**config.mk**
```make
export PLATFORM = sky130hd
export DESIGN_NAME = program_loader
export DESIGN_NICKNAME = d
export VERILOG_FILES = /design/src/rtl/program_loader.sv
export SDC_FILE = /design/constraint.sdc
export NUM_CORES = 1
export LEC_CHECK = 0
export BUFFER_PORTS_ARGS = -buffer_cell sky130_fd_sc_hd__buf_2
export CAP_MARGIN = 20
export CORE_ASPECT_RATIO = 0.7
export CORE_MARGIN = 2
export CORE_UTILIZATION = 40
export DETAILED_ROUTE_END_ITERATION = 7
export SLEW_MARGIN = 20
export SYNTH_ARGS = -nofsm -noshare
export SYNTH_HDL_FRONTEND = slang
export SYNTH_SLANG_ARGS = --single-unit
```
**constraint.sdc**
```tcl
create_clock -name CPU_CLOCK -period 2.05 [get_ports CPU_CLOCK]
set_input_delay 0.1025 -clock CPU_CLOCK [delete_from_list [all_inputs] [get_ports CPU_CLOCK]]
set_output_delay 0.1025 -clock CPU_CLOCK [all_outputs]
set_load 0.005 [all_outputs]
```
**src/rtl/program_loader.sv**
```systemverilog
// program_loader
//
// Boot-time instruction loader. Receives a framed byte stream and writes
// 18-bit program words into the instruction memory write port. The
// processor is held in clear (CPU_HOLD=1) until a complete image with a
// matching checksum has been written.
//
// Frame: 0xA5, N, N x {hi, mid, lo}, checksum
//   hi[1:0] = word[17:16], hi[7:2] must be zero
//   checksum = XOR of N and every word byte (sync and checksum excluded)
//
// Ports
//   CPU_CLOCK  in   sole clock, rising edge
//   CLEAR      in   asynchronous active-low reset
//   IN_DATA    in   incoming byte
//   IN_VALID   in   IN_DATA valid
//   IN_READY   out  loader can take a byte (low only in WRITE)
//   WR_EN      out  one-cycle write strobe per word
//   WR_ADDR    out  write address (holds its last value between strobes)
//   WR_DATA    out  write data    (holds its last value between strobes)
//   CPU_HOLD   out  high keeps the processor in clear
//   DONE       out  image loaded and verified
//   ERROR      out  image rejected
//   dbg_state  out  current FSM state encoding, for checkers
//
// Handshake: a byte moves on a rising CPU_CLOCK edge where IN_VALID and
// IN_READY are both high. IN_DATA is ignored at every other edge, and the
// source may hold IN_VALID low for any number of cycles in any state.
module program_loader #(
    parameter int ADDR_WIDTH = 8,
    parameter int WORD_WIDTH = 18
) (
    input  logic                  CPU_CLOCK,
    input  logic                  CLEAR,
    input  logic [7:0]            IN_DATA,
    input  logic                  IN_VALID,
    output logic                  IN_READY,
    output logic                  WR_EN,
    output logic [ADDR_WIDTH-1:0] WR_ADDR,
    output logic [WORD_WIDTH-1:0] WR_DATA,
    output logic                  CPU_HOLD,
    output logic                  DONE,
    output logic                  ERROR,
    output logic [3:0]            dbg_state
);

    localparam logic [7:0] SYNC_BYTE = 8'hA5;

    typedef enum logic [3:0] {
        S_IDLE  = 4'd0,
        S_LEN   = 4'd1,
        S_HI    = 4'd2,
        S_MID   = 4'd3,
        S_LO    = 4'd4,
        S_WRITE = 4'd5,
        S_CSUM  = 4'd6,
        S_DONE  = 4'd7,
        S_ERR   = 4'd8
    } state_t;

    state_t                state_q, state_d;
    logic [ADDR_WIDTH-1:0] idx_q, idx_d;
    logic [7:0]            cnt_q, cnt_d;
    logic [7:0]            xsum_q, xsum_d;
    logic [1:0]            hi_q, hi_d;
    logic [7:0]            mid_q, mid_d;
    logic                  wr_en_d;
    logic [ADDR_WIDTH-1:0] wr_addr_d;
    logic [WORD_WIDTH-1:0] wr_data_d;
    logic                  hold_d, done_d, err_d;
    logic                  accept;

    // IN_READY is the only output decoded straight from state.
    assign IN_READY  = (state_q != S_WRITE);
    assign accept    = IN_VALID && IN_READY;
    assign dbg_state = state_q;

    always_ff @(posedge CPU_CLOCK or negedge CLEAR) begin
        if (!CLEAR) begin
            state_q  <= S_IDLE;
            idx_q    <= '0;
            cnt_q    <= '0;
            xsum_q   <= '0;
            hi_q     <= '0;
            mid_q    <= '0;
            WR_EN    <= 1'b0;
            WR_ADDR  <= '0;
            WR_DATA  <= '0;
            CPU_HOLD <= 1'b1;
            DONE     <= 1'b0;
            ERROR    <= 1'b0;
        end else begin
            state_q  <= state_d;
            idx_q    <= idx_d;
            cnt_q    <= cnt_d;
            xsum_q   <= xsum_d;
            hi_q     <= hi_d;
            mid_q    <= mid_d;
            WR_EN    <= wr_en_d;
            WR_ADDR  <= wr_addr_d;
            WR_DATA  <= wr_data_d;
            CPU_HOLD <= hold_d;
            DONE     <= done_d;
            ERROR    <= err_d;
        end
    end

    always_comb begin
        state_d   = state_q;
        idx_d     = idx_q;
        cnt_d     = cnt_q;
        xsum_d    = xsum_q;
        hi_d      = hi_q;
        mid_d     = mid_q;
        wr_en_d   = 1'b0;
        wr_addr_d = WR_ADDR;
        wr_data_d = WR_DATA;
        hold_d    = CPU_HOLD;
        done_d    = DONE;
        err_d     = ERROR;

        unique case (state_q)
            // IDLE, DONE and ERR all wait for a sync byte and discard
            // everything else; a sync starts a fresh load from any of them.
            S_IDLE, S_DONE, S_ERR: begin
                if (accept && IN_DATA == SYNC_BYTE) begin
                    state_d = S_LEN;
                    idx_d   = '0;
                    xsum_d  = '0;
                    hold_d  = 1'b1;
                    done_d  = 1'b0;
                    err_d   = 1'b0;
                end
            end

            S_LEN: begin
                if (accept) begin
                    cnt_d   = IN_DATA;
                    xsum_d  = xsum_q ^ IN_DATA;
                    state_d = (IN_DATA == 8'd0) ? S_CSUM : S_HI;
                end
            end

            S_HI: begin
                if (accept) begin
                    xsum_d = xsum_q ^ IN_DATA;
                    hi_d   = IN_DATA[1:0];
                    if (IN_DATA[7:2] != 6'd0) begin
                        state_d = S_ERR;
                        err_d   = 1'b1;
                    end else begin
                        state_d = S_MID;
                    end
                end
            end

            S_MID: begin
                if (accept) begin
                    xsum_d  = xsum_q ^ IN_DATA;
                    mid_d   = IN_DATA;
                    state_d = S_LO;
                end
            end

            // The write strobe, address and data are registered on the
            // edge that accepts the lo byte, so they are all valid during
            // the single WRITE cycle that follows.
            S_LO: begin
                if (accept) begin
                    xsum_d    = xsum_q ^ IN_DATA;
                    wr_en_d   = 1'b1;
                    wr_addr_d = idx_q;
                    wr_data_d = {hi_q, mid_q, IN_DATA};
                    state_d   = S_WRITE;
                end
            end

            // The address wraps silently when N exceeds the memory depth.
            S_WRITE: begin
                idx_d   = idx_q + 1'b1;
                cnt_d   = cnt_q - 8'd1;
                state_d = (cnt_q == 8'd1) ? S_CSUM : S_HI;
            end

            S_CSUM: begin
                if (accept) begin
                    if (IN_DATA == xsum_q) begin
                        state_d = S_DONE;
                        done_d  = 1'b1;
                        hold_d  = 1'b0;
                    end else begin
                        state_d = S_ERR;
                        err_d   = 1'b1;
                    end
                end
            end

            default: begin
                state_d = S_IDLE;
            end
        endcase
    end

endmodule

```
==> results.yml, run 1 <==
timing:
  grt_setup_unrepaired: "false"
  setup_violations: 0
  final.setup.tns_ns: 0
  whs_ns: 0.134
  final-hold-violation-count: 0
  fin_crit_sh: 0.932
  worst-slew-pin-transition_ns: 0.504
  timing.fmax_mhz: 523
  final.setup.worst_slack_ns: 0.139
  timing.slew.headroom: 0.662
  timing.final.max_slew_violations: 0
  min_period_ns: 1.91
  final.setup_skew_ns: 0.00786
global_routing:
  grt_antenna_before_repair: 0
  grt-ovfl-total: 0
  grt_first_pass_wirelength_mm: 13.5
  grt_max_degree: 69
  grt_pass1_vias: 2546
  grt_use_total: 0.190
clocking:
  cts-hold-fix-buffers: 1
  cts_tree: "done"
  clk-insertion-delay-late_ns: 0.33
  cts_setup_buffers: 0
  clk_path_buf_depth: 2
  cts.sink_count: 68
  h_tree_levels: 3
  post_cts.resized_instances: 0
  cts_buffer_count: 9
  cts_clock_pin_slew_for_the_worst_setup_and_hold_paths_ns: 0.06
  clock_tree.root_cell: "sky130_fd_sc_hd__clkbuf_16"
place:
  instance_area_at_placement_sq_um: 3800
  dp_hpwl_mm: 5.49
  placed_cells_incl_taps: 490
  post-place-ws_ns: 0.183
  port_buffers: 45
  gp_congestion: 0.881
final_layout:
  fin_nets: 411
  final_non_filler_cell_total: 507
  flow.area_growth_from_synthesis_pct: 21.6
  final.fill_count: 783
  final_area_sq_um: 4120
  insertedDiodeCount: 0
  fraction_of_final_layout_cells_with_drive_strength_greater_than_1: 0.274
  utilization: 0.495
synthesis:
  seq_area_frac_synth: 0.502
  post-synth-top-count-cell: "sky130_fd_sc_hd__dfrtp_1"
  main_combinational_cell_family_by_area_after_synthesis: "simple AND/OR/NAND/NOR gates"
  post_synth_most_frequent_cells: "sky130_fd_sc_hd__dfrtp_1, sky130_fd_sc_hd__nand2_1, sky130_fd_sc_hd__o21ai_0, sky130_fd_sc_hd__mux2_2, sky130_fd_sc_hd__nor2_1"
  synth-simple-area-share: 0.217
  post_synth_xor_area_fraction: 0.0258
  postSynthAreaPerCell_sq_um: 9.86
  synth_compound_gate_area_share: 0.118
  syn-cell-area_sq_um: 3390
  netlist_instances: 344
  post_synth_main_area_contributors: "sky130_fd_sc_hd__dfrtp_1, sky130_fd_sc_hd__mux2_2, sky130_fd_sc_hd__nand2_1"
  post-synth-top-area-cell: "sky130_fd_sc_hd__dfrtp_1"
  adder_cell_area_share_of_the_yosys_netlist: 0.0111
  synth_enable_flop_cells: 0
  yosysUniqueCellTypes: 57
  synth.yosys.warnings: 0
  post_synthesis_net_count: 358
  synthFlopType: "sky130_fd_sc_hd__dfrtp_1"
  ff_latch_count_synth: 68
  post_synth_mux_area_share: 0.0922
  postSynth.asyncResetShare: 1.00
  area_share_of_the_largest_cell_type_after_synthesis: 0.494
route:
  wl_mm: 8.15
  detail-route-antenna-nets: 0
  met1_routed_wirelength_after_detailed_routing_mm: 3.93
  post_drt_wl_per_cell_um: 16.1
  routed-via-count: 2728
  top_signal_layer_used: "met4"
  detail_route.first_pass.iterations: 4
  initialDrtViolationCount: 222
  route.met3.wl_um: 558
  wl_met2_mm: 3.60
  viasPerCell: 5.38
  drc: 0
setup_path:
  end_kind: "flop"
  crit_required_ns: 2.31
  timing.setup.critical_path_class: "flop to flop"
  timing.critical_path.fanout_max: 8
  worst_ep_arrival_time_ns: 2.18
  worstSetupStartpointType: "flop"
power:
  leakage_nw: 1.98
  power_frac_seq: 0.389
  power_switching_mw: 2.06
  internal_power_mw: 3.99
  fraction_of_power_consumed_by_combinational_cells: 0.341
  power.ir.vdd_worst_uv: 627
  switching_share: 0.340
  power.density_cell_area_nw_per_um2: 1470
  clkPwrFrac: 0.269
  total_power_mw: 6.05
job:
  maxCapViolations: 0
die:
  floorplan.initialDensity: 0.407
  core_region_area_sq_um: 8340
  boundaryPins: 46
  dieHeight_um: 81.0
  std_cell_rows: 28
  floorplan.die_area_sq_um: 9240
  dieWidth_um: 114
status:
  status: "finished, final reports clean"
hold_path:
  hold_path.class: "input pin to flop"
-- worst max-delay path, cell delays in order (launching register included) --
cell and delay, ns:
sky130_fd_sc_hd__dfrtp_1 0.47, sky130_fd_sc_hd__or4_4 0.57, sky130_fd_sc_hd__nor3_2 0.13, sky130_fd_sc_hd__or4b_1 0.44
sky130_fd_sc_hd__nand3_1 0.09, sky130_fd_sc_hd__mux2_1 0.14
-- kinds of logic (layout without fill, tap and decap cells) --
kind of cell | after synthesis | count (layout)
compound gates | 66 | 66
xor+xnor | 10 | 10
buf+inv | 27 | 85
simple gates | 142 | 142
mux | 28 | 28
flops | 68 | 68
fa+ha+maj | 3 | 3
-- registers in the layout, summed over array words and instances (netlist names), 2 cells and up --
name       cells
xsum_q         8
cnt_q          8
WR_DATA       18
WR_ADDR        8
idx_q          8
hi_q           2
dbg_state      4
mid_q          8
-- per-layer routing --
metal  global-route usage  up-vias
li1                     -     1317
met3               0.0560        8
met1                0.277     1327
met4               0.0476        0
met2                0.279       76
met5                    0        -
-- final timing paths --
| kind | from | endpoint | cells past startpoint | slack [ns] |
|---|---|---|---|---|
| min in group asynchronous | CLEAR | idx_q[3] | 3 | 0.33 |
| max reg2reg | dbg_state[2] | dbg_state[2] | 5 | 0.14 |
| max | dbg_state[2] | dbg_state[2] | 5 | 0.14 |
| max in group asynchronous | CLEAR | CPU_HOLD | 3 | 1.38 |
| min reg2reg | mid_q[3] | WR_DATA[11] | 2 | 0.46 |
| min | IN_DATA[5] | xsum_q[5] | 3 | 0.13 |
-- power groups by stage --
stage | Clock, mW | Sequential, mW | Combinational [mW]
2_1_floorplan | 0 | 2.30 | 1.31
3_3_place_gp | 0 | 2.34 | 2.03
3_5_place_dp | 0 | 2.37 | 2.06
4_1_cts | 1.67 | 2.36 | 2.08
5_1_grt | 1.73 | 2.45 | 2.32
6_report | 1.63 | 2.36 | 2.06
-- placed cells by master (no fill, tap or decap), types with 7 or more instances in the layout --
cell and count:
sky130_fd_sc_hd__dfrtp_1 67, sky130_fd_sc_hd__nand2_1 53, sky130_fd_sc_hd__buf_2 45, sky130_fd_sc_hd__o21ai_0 33
sky130_fd_sc_hd__mux2_2 25, sky130_fd_sc_hd__nor2_1 22, sky130_fd_sc_hd__nand3_1 18, sky130_fd_sc_hd__buf_4 14
sky130_fd_sc_hd__nand2b_1 10, sky130_fd_sc_hd__clkbuf_16 9, sky130_fd_sc_hd__xor2_1 8, sky130_fd_sc_hd__a21oi_1 7
-- final cells by class --
class	count	area, sq um	share of cell area
sequential	68	1700	0.413
inverter	7	26.3	0.00637
timing repair buffer	62	380	0.0922
tap	105	131	0.0319
clock buffer	12	236	0.0573
clock inverter	4	73.8	0.0179
multi-input combinational	249	1570	0.381
No activity file was read; power rests on OpenSTA's default activity.
==> inputs of run 2 (changes only) <==
- CORE_UTILIZATION: 40 -> 30
==> run 2 against run 1 <==
Effect of this change:
- critical path depth is 2 higher
- combinational power barely moved
- worst setup slack improved by 0.018 ns
- fmax up 0.94%
- design area rose by 0.64%
- clock skew decreased by 0.0030 ns
- sequential power about the same
- worst hold slack worse by 0.020 ns
- clock power down 14%
- sequential share of layout area decreased by 0.26 points
- sequential cell count unchanged
- power down 3.7%
- critical path type unchanged
- critical endpoint is now xsum_q[1]
- largest cell class unchanged
==> results.yml, run 2 (same netlist as run 1, synthesis figures left out) <==
power:
  power.density_cell_area_nw_per_um2: 1400
  power.ir.vdd_worst_uv: 527
  total_power_mw: 5.83
  leakage_nw: 1.96
die:
  floorplan.initialDensity: 0.308
  core_region_area_sq_um: 11000
  dieHeight_um: 93.0
  dieWidth_um: 131
  std_cell_rows: 32
  floorplan.die_area_sq_um: 12200
  boundaryPins: 46
route:
  viasPerCell: 4.89
  routed-via-count: 2713
  post_drt_wl_per_cell_um: 15.1
  wl_mm: 8.39
  initialDrtViolationCount: 181
  drc: 0
  detail-route-antenna-nets: 0
  detail_route.first_pass.iterations: 4
timing:
  setup_violations: 0
  final-hold-violation-count: 0
  fin_crit_sh: 0.924
  grt_setup_unrepaired: "false"
  timing.final.max_slew_violations: 0
  timing.slew.headroom: 0.652
  worst-slew-pin-transition_ns: 0.518
  final.setup.tns_ns: 0
  timing.fmax_mhz: 528
  min_period_ns: 1.89
  final.setup_skew_ns: 0.00490
global_routing:
  grt-ovfl-total: 0
  grt_pass1_vias: 2600
  grt_max_degree: 69
  grt_use_total: 0.150
  grt_antenna_before_repair: 0
  grt_first_pass_wirelength_mm: 13.8
setup_path:
  timing.setup.critical_path_class: "flop to flop"
  end_kind: "flop"
  worst_ep_arrival_time_ns: 2.09
  ff2ff_setup_slack_ns: 0.16
  timing.critical_path.fanout_max: 10
  reg2reg_from: "dbg_state[1]"
  worstSetupStartpointType: "flop"
  crit_required_ns: 2.25
  r2r.worst_path.cells: 7
  rr_endpoint: "xsum_q[1]"
  timing.critical_path.from: "dbg_state[1]"
final_layout:
  fin_nets: 411
  layout.cells.most_common: "sky130_fd_sc_hd__dfrtp_1"
  insertedDiodeCount: 0
  flow.area_growth_from_synthesis_pct: 22.4
  footprint_of_the_multi_input_gates_sq_um: 1580
  area.sequential_sq_um: 1700
  layout.cells.most_common_list: "sky130_fd_sc_hd__dfrtp_1, sky130_fd_sc_hd__nand2_1, sky130_fd_sc_hd__buf_2"
  final.fill_count: 1104
  fraction_of_final_layout_cells_with_drive_strength_greater_than_1: 0.281
  largest_register_ff_count: 18
  registers.top_by_ff_count: "WR_DATA"
clocking:
  cts_setup_buffers: 0
  cts_buffer_count: 9
  clk-insertion-delay-late_ns: 0.33
  cts_clock_pin_slew_for_the_worst_setup_and_hold_paths_ns: 0.05
  clock_tree.root_cell: "sky130_fd_sc_hd__clkbuf_16"
  cts.sink_count: 68
  cts_tree: "done"
  h_tree_levels: 3
  clk_path_buf_depth: 2
place:
  dp_hpwl_mm: 5.85
  port_buffers: 45
  gp_congestion: 0.864
hold_path:
  hold_path_startpoint: "IN_DATA[2]"
  timing.hold.worst_path_depth: 3
  hold_end: "xsum_q[2]"
  hold_path.class: "input pin to flop"
status:
  status: "finished, final reports clean"
job:
  maxCapViolations: 0
[run 2: metrics by stage]
stage	instance area, sq um	instances	util	hold WS [ns]	setup slack, ns
4_1_cts	4140	555	0.376	0.107	0.122
3_5_place_dp	3860	538	0.351	0.156	0.142
5_1_grt	4150	555	0.377	0.131	0.00485
2_1_floorplan	3390	344	-	-0.193	0.199
3_3_place_gp	3860	538	0.351	0.150	0.183
6_report	4150	555	0.377	0.114	0.156
[run 2: cell type report]
type / instances / share of cell area
Multi-Input combinational cell: 249 / 0.380
Timing Repair Buffer: 62 / 0.0916
Sequential cell: 68 / 0.410
Tap cell: 153 / 0.0461
Clock buffer: 11 / 0.0585
Inverter: 7 / 0.00633
Clock inverter: 5 / 0.00663
[run 2: critical path, stage by stage (launching register included)]
cell and delay (ns):
sky130_fd_sc_hd__dfrtp_1 0.49, sky130_fd_sc_hd__buf_4 0.21, sky130_fd_sc_hd__or3_1 0.42, sky130_fd_sc_hd__nand3b_1 0.15, sky130_fd_sc_hd__buf_4 0.18, sky130_fd_sc_hd__nor2_1 0.05
sky130_fd_sc_hd__o21ai_0 0.16, sky130_fd_sc_hd__o21ai_0 0.11
[run 2: repair_timing]
item	CTS	global route
hold buffers	1	0
gates resized for setup	0	2
hold endpoints to repair	67	0
endpoints found under the setup margin	0	4
[run 2: worst max path at each step]
stage / endpoint / slack, ns / cells past startpoint
finish: xsum_q[1] / 0.16 / 7
global route: xsum_q[4] / 0.005 / 7
CTS: CPU_HOLD / 0.12 / 5
detailed placement: CPU_HOLD / 0.14 / 5
global placement: dbg_state[2] / 0.18 / 5
floorplan: dbg_state[2] / 0.20 / 6
[run 2: metal layers]
metal | vias up | global-route usage | wire length, um
li1 | 1310 | - | -
met1 | 1313 | 0.209 | 3990
met2 | 78 | 0.213 | 3680
met3 | 12 | 0.0549 | 600
met4 | 0 | 0.0532 | 117
met5 | - | 0 | 0
[run 2: power by group]
part	switching, mW	leakage, nW	total, mW	internal (mW)
registers	0.457	0.846	2.38	1.92
logic	1.05	0.977	2.05	1.00
clock network	0.561	0.135	1.40	0.842
